### src/rtl/dmem_access_ctrl.sv
// dmem_access_ctrl: runs MEM-stage data-memory accesses on a variable-latency
// req/ack bus. The pipeline is stalled until the access finishes. Load data is
// returned on mem_rdata. Misaligned or timed-out accesses raise bus_err.
module dmem_access_ctrl #(
  parameter int          TIMEOUT_CYC = 16,
  parameter logic [31:0] ERR_RDATA   = 32'h0000_0000
) (
  input  logic        clk,
  input  logic        reset,
  input  logic        mem_dmen,
  input  logic        mem_memwr,
  input  logic [31:0] mem_addr,
  input  logic [31:0] mem_wdata,
  output logic        pa_idexmemwr,
  output logic [31:0] mem_rdata,
  output logic        bus_err,
  output logic        bus_req,
  output logic        bus_we,
  output logic [31:0] bus_addr,
  output logic [31:0] bus_wdata,
  input  logic        bus_ack,
  input  logic [31:0] bus_rdata
);

  typedef enum logic [1:0] {
    IDLE = 2'd0,
    BUSY = 2'd1,
    DONE = 2'd2
  } state_e;

  // Value of the wait counter in the last BUSY cycle before the access is aborted.
  localparam logic [7:0] LAST_CNT = 8'(TIMEOUT_CYC - 1);

  state_e      state_q;
  logic [7:0]  cnt_q;
  logic        bus_req_q;
  logic        bus_we_q;
  logic        bus_err_q;
  logic [31:0] bus_addr_q;
  logic [31:0] bus_wdata_q;
  logic [31:0] mem_rdata_q;

  // Hold the pipeline while an access is in flight, or while a new request is
  // waiting in IDLE. DONE releases the stall so the pipeline registers advance.
  assign pa_idexmemwr = (state_q == BUSY) || ((state_q == IDLE) && mem_dmen);

  assign bus_req   = bus_req_q;
  assign bus_we    = bus_we_q;
  assign bus_err   = bus_err_q;
  assign bus_addr  = bus_addr_q;
  assign bus_wdata = bus_wdata_q;
  assign mem_rdata = mem_rdata_q;

  // Access sequencer. This one block holds the state, the bus outputs, the
  // wait counter and the load data.
  // NOTE: sequential state uses non-blocking assignments only, so every
  // register samples the values from before the edge.
  always_ff @(posedge clk) begin
    if (reset) begin
      state_q     <= IDLE;
      cnt_q       <= '0;
      bus_req_q   <= 1'b0;
      bus_we_q    <= 1'b0;
      bus_err_q   <= 1'b0;
      bus_addr_q  <= '0;
      bus_wdata_q <= '0;
      mem_rdata_q <= '0;
    end else begin
      case (state_q)
        IDLE: begin
          if (mem_dmen) begin
            if (mem_addr[1:0] == 2'b00) begin
              // Start the bus transfer. The address and data held here stay
              // stable for as long as bus_req is high.
              state_q     <= BUSY;
              bus_req_q   <= 1'b1;
              bus_we_q    <= mem_memwr;
              bus_addr_q  <= mem_addr;
              bus_wdata_q <= mem_wdata;
              cnt_q       <= '0;
            end else begin
              // Misaligned: skip the bus and report the error straight away.
              state_q   <= DONE;
              bus_err_q <= 1'b1;
              if (!mem_memwr) begin
                mem_rdata_q <= ERR_RDATA;
              end
            end
          end
        end

        BUSY: begin
          if (bus_ack) begin
            // An ack always wins, including one that arrives in the last allowed cycle.
            state_q   <= DONE;
            bus_req_q <= 1'b0;
            bus_we_q  <= 1'b0;
            if (!bus_we_q) begin
              mem_rdata_q <= bus_rdata;
            end
          end else if (cnt_q == LAST_CNT) begin
            state_q   <= DONE;
            bus_req_q <= 1'b0;
            bus_err_q <= 1'b1;
            if (!bus_we_q) begin
              mem_rdata_q <= ERR_RDATA;
            end
          end else begin
            cnt_q <= cnt_q + 8'd1;
          end
        end

        DONE: begin
          // One cycle with no stall. Clearing the error here makes it a single-cycle pulse.
          state_q   <= IDLE;
          bus_err_q <= 1'b0;
        end

        default: begin
          state_q <= IDLE;
        end
      endcase
    end
  end

endmodule

### config.mk
export PLATFORM = sky130hd
export DESIGN_NAME = dmem_access_ctrl
export DESIGN_NICKNAME = d
export VERILOG_FILES = /design/src/rtl/dmem_access_ctrl.sv
export SDC_FILE = /design/constraint.sdc
export NUM_CORES = 1
export LEC_CHECK = 0
export CAP_MARGIN = 5
export CORE_MARGIN = 3
export CORE_UTILIZATION = 35
export DETAILED_ROUTE_END_ITERATION = 6
export HOLD_SLACK_MARGIN = 0.1
export MAX_ROUTING_LAYER = met4
export PLACE_DENSITY = 0.71
export SETUP_SLACK_MARGIN = 0.4
export SYNTH_ARGS = -nofsm -noshare
export SYNTH_HDL_FRONTEND = slang
export SYNTH_SLANG_ARGS = --single-unit
### constraint.sdc
create_clock -name clk -period 4.9 [get_ports clk]
set_clock_uncertainty 0.15 [all_clocks]
set_input_delay 1.225 -clock clk [delete_from_list [all_inputs] [get_ports clk]]
set_output_delay 1.225 -clock clk [all_outputs]
set_load 0.1 [all_outputs]
# Word-level counts from Yosys, hierarchy flattened
# Index checks and enable logic that the tools add are counted.
word_totals:
  register_bits: 109
  inputBits: 101
op_classes:
  reduce_logical: 13
  eq_ne: 13
  n_addsub: 1
  mux: 32
op_table:
  columns: ["op", "count"]
  rows:
  - ["$mux W32", 7]
  - ["$pmux W32 S2", 1]
  - ["$mux W8", 4]
  - ["$pmux W8 S2", 1]
  - ["$ne A2 B2 Y1 const B", 7]
  - ["$mux W1", 11]
  - ["$reduce_and A5 Y1", 2]
  - ["$add A8 B1 Y8 const B", 1]
  - ["$eq A8 B4 Y1 const B", 1]
  - ["$mux W2", 4]
  - ["$reduce_and A4 Y1", 2]
  - ["$reduce_and A6 Y1", 1]
  - ["$logic_not A2 Y1", 2]
  - ["$ne A2 B1 Y1 const B", 2]
  - ["$pmux W1 S2", 2]
  - ["$pmux W2 S2", 1]
  - ["$ne A3 B2 Y1 const B", 1]
  - ["$pmux W1 S3", 1]
  - ["$reduce_and A3 Y1", 1]
  - ["$reduce_bool A3 Y1", 1]
  - ["$eq A2 B1 Y1 const B", 1]
  - ["$eq A2 B2 Y1 const B", 1]
  - ["$reduce_and A2 Y1", 1]
  - ["$reduce_bool A2 Y1", 1]
  - ["2 further kinds", 2]

# Depth between registers and ports, before layout
logic_depth:
  depth_word: 4
  mapped_depth: 7

# Worst setup path after synthesis
# OpenSTA, ideal clock, no wires.
synth_path:
  kind: "input port to output port"
  from: "in mem_dmen"
  to: "out pa_idexmemwr"
  arrival_ps: 2517
  slack_ps: 1008
  n_path_buf: 0
  t_required_ps: 3525
  stages: 2
  path_cell_list: "nor2_1 nor2_1"
synth_via:
  elab_chain_len: 2
synth_rtl:
  columns: ["item", "line", "rtl"]
  rows:
  - ["from (decl)", "10", "input logic mem_dmen,"]
  - ["$logic_and A1 B1 Y1", "45", "assign pa_idexmemwr = (state_q == BUSY) || ((state_q == IDLE) && mem_dmen);"]
  - ["$logic_or A1 B1 Y1", "45", null]
  - ["to (decl)", "14", "output logic pa_idexmemwr,"]
# Every way passes these cells.

# Worst setup path after layout
# Same ends and word-level chain as after synthesis.

==> out/metrics.csv <==
metric,value,unit
critPathMaxFanout,3,
fin_area,0.006555,sq mm
synthCells,493,
cp_slowest_stage_delay,490,ps
outcome,completed,
placed_cell_area,0.006218,sq mm
start_util,36.14,%
io_buffers,200,
grt_use_total,17.13,%
row_count,39,
grt_start_max_net_pins,112,
overflow,0,
crit_chain,clkdlybuf4s50_1 -> nor2_1 -> nor2_1 -> buf_4,
max_freq,281.3,MHz
postSynth.asyncResetShare,0,%
cp.arrival,2180,ps
tightest_slew,1168,ps
wl,11500,microns
io_pins,201,
viasPerCell,4.845,
place_congestion,0.8262,
period_share,72.55,%
ys_types,29,
htree_levels,3,
ys_seq_area_share,52.22,%
drv_slew,0,
cts_buffers,9,
synth_ff_type,dfxtp_1,
rsz0062_at_grt,no,
synth_top_area_share,52.22,%
drc_errors,0,
drt_iter0_markers,239,
grt_pass1_vias,3884,
criticalPathCategory,in -> out,
synth.avg_cell_area,8.477,sq um
synth_edf_count,0,
cpMaxStageDelayCell,clkdlybuf4s50_1,
cts_resized,0,
netlist_area,0.004179,sq mm
num_vias,3968,
clock_sinks,109,
drtPass1Iterations,4,
avgRoutedWirePerCell,14.04,microns
setup_tns,0,ps
startpoint_type,primary input,
leakage,2.374,nW
ys_top_cells_by_area,"dfxtp_1, nand2_1, a21oi_1",
holdCritPathClass,reg -> reg,
insertion_delay,330,ps
synth_top_cell_by_area,dfxtp_1,
cts_tree,done,
placeableCoreArea,0.01156,sq mm
grt_pass1_wl,18200,microns
cts_buffer_depth,2,
cts_root_buffer,clkbuf_16,
cts_setup_buffers,0,
drive_gt1_share,3.550,%
crit_top_cell,nor2_1,
dieHeight,115.3,microns
syn-num-nets,595,
cts-hold-fix-buffers,0,
peakVddDrop,0.0002327,V
path_clk_slew,70,ps
area_delta_synth_final,56.86,%
antenna_found_initial,0,
synth_common_cells,"nand2_1, dfxtp_1, a21oi_1",
hpwl,8096,microns
critPathBufInv,2,
slew_headroom,21.84,%
setup_viol,0,
p_per_area,318.2,mW/mm^2
ys_warn_count,0,
cp-end-kind,output pin,
n_antenna_cell,0,
critical-path-top-delay-family,buffers and inverters,
synth-seq-cells,109,
die_w,115.3,microns
hold_viol,0,
maxCapViolCount,0,
yosysMostFrequentCell,nand2_1,
die-area,0.01329,sq mm
required,3520,ps
drtAntennaViolNets,0,
finalNetCount,774,
period_minus_slack,3555,ps
==> report_power, final <==
part | leakage, nW | total, mW | switching (mW) | internal, mW
clock | 0.162 | 0.815 | 0.317 | 0.498
combinational | 1.33 | 0.354 | 0.221 | 0.132
sequential | 0.882 | 0.917 | 0.0115 | 0.906
==> flip-flops by register name (all words and copies together) (netlist names) <==
register,count
state_q,2
bus_addr,32
cnt_q,8
bus_we,1
bus_wdata,32
mem_rdata,32
bus_req,1
bus_err,1
==> cell families after synthesis <==
kind of cell             after synthesis  synth area share (%)
flip-flops                           109                 52.22
buffers and inverters                 37                 4.042
multiplexers                          32                 7.665
AO/OA/AOI/OAI                         94                 12.57
AND/OR/NAND/NOR                      220                 23.20
adder cells (fa/ha/maj)                1                0.2994
==> metal layers <==
layer	part of all wire, %	global-route usage (%)	up-vias
met3	5.9	3.368	15
li1	-	-	1985
met2	46	26.81	128
met5	0	-	-
met4	1.5	5.947	0
met1	46	22.11	1840
==> area by class of cell <==
| type | instances | area (sq um) |
|---|---|---|
| fill | 1076 | 5010 |
| sequential | 109 | 2182 |
| timing repair buffer | 203 | 2017 |
| multi-input combinational | 347 | 1833 |
| clock buffer | 9 | 225.2 |
| tap | 143 | 178.9 |
| clock inverter | 6 | 111.4 |
| inverter | 2 | 7.507 |
==> tightest hold or removal path, stage by stage, from the launching register on <==
cell and delay, ps:
dfxtp_1 310, nand2_1 50, a21oi_1 50
==> stage by stage <==
| stage | setup WS [ps] | instances | hold slack [ps] | total power, mW | util [%] |
|---|---|---|---|---|---|
| after floorplan | 1008 | 493 | 301.6 | 1.159 | - |
| after global routing | 1161 | 819 | 327.4 | 2.164 | 56.68 |
| after global placement | 1178 | 804 | 291.1 | 1.288 | 53.77 |
| after CTS | 1340 | 819 | 306.4 | 2.116 | 56.68 |
| final | 1345 | 819 | 304.3 | 2.086 | 56.68 |
| after detailed placement | 999.6 | 804 | 295.8 | 1.292 | 53.77 |
==> placed cells by master, fill, tap and decap left out, types with 2 or more instances in the layout <==
cell and n:
a311oi_1 6, dfxtp_1 109, nand2_1 161, bufinv_16 3, o21ai_0 10, nor2b_1 3, clkdlybuf4s50_1 198, nor2_1 5
nand2b_1 37, inv_1 2, mux2i_1 32, o21bai_1 2, nand3_1 2, and3_1 2, clkbuf_16 9, a21oi_1 69
buf_4 4, nor3b_1 4, a41oi_1 2
==> final timing paths <==
check,start,to,slack [ps],depth (start not counted)
setup reg to reg,state_q[0],mem_rdata[9],2200,4
setup / recovery,mem_dmen,pa_idexmemwr,1350,4
hold / removal,bus_addr[15],bus_addr[15],300,2
hold reg to reg,bus_addr[15],bus_addr[15],300,2
Power figures use the tool's default switching activity.
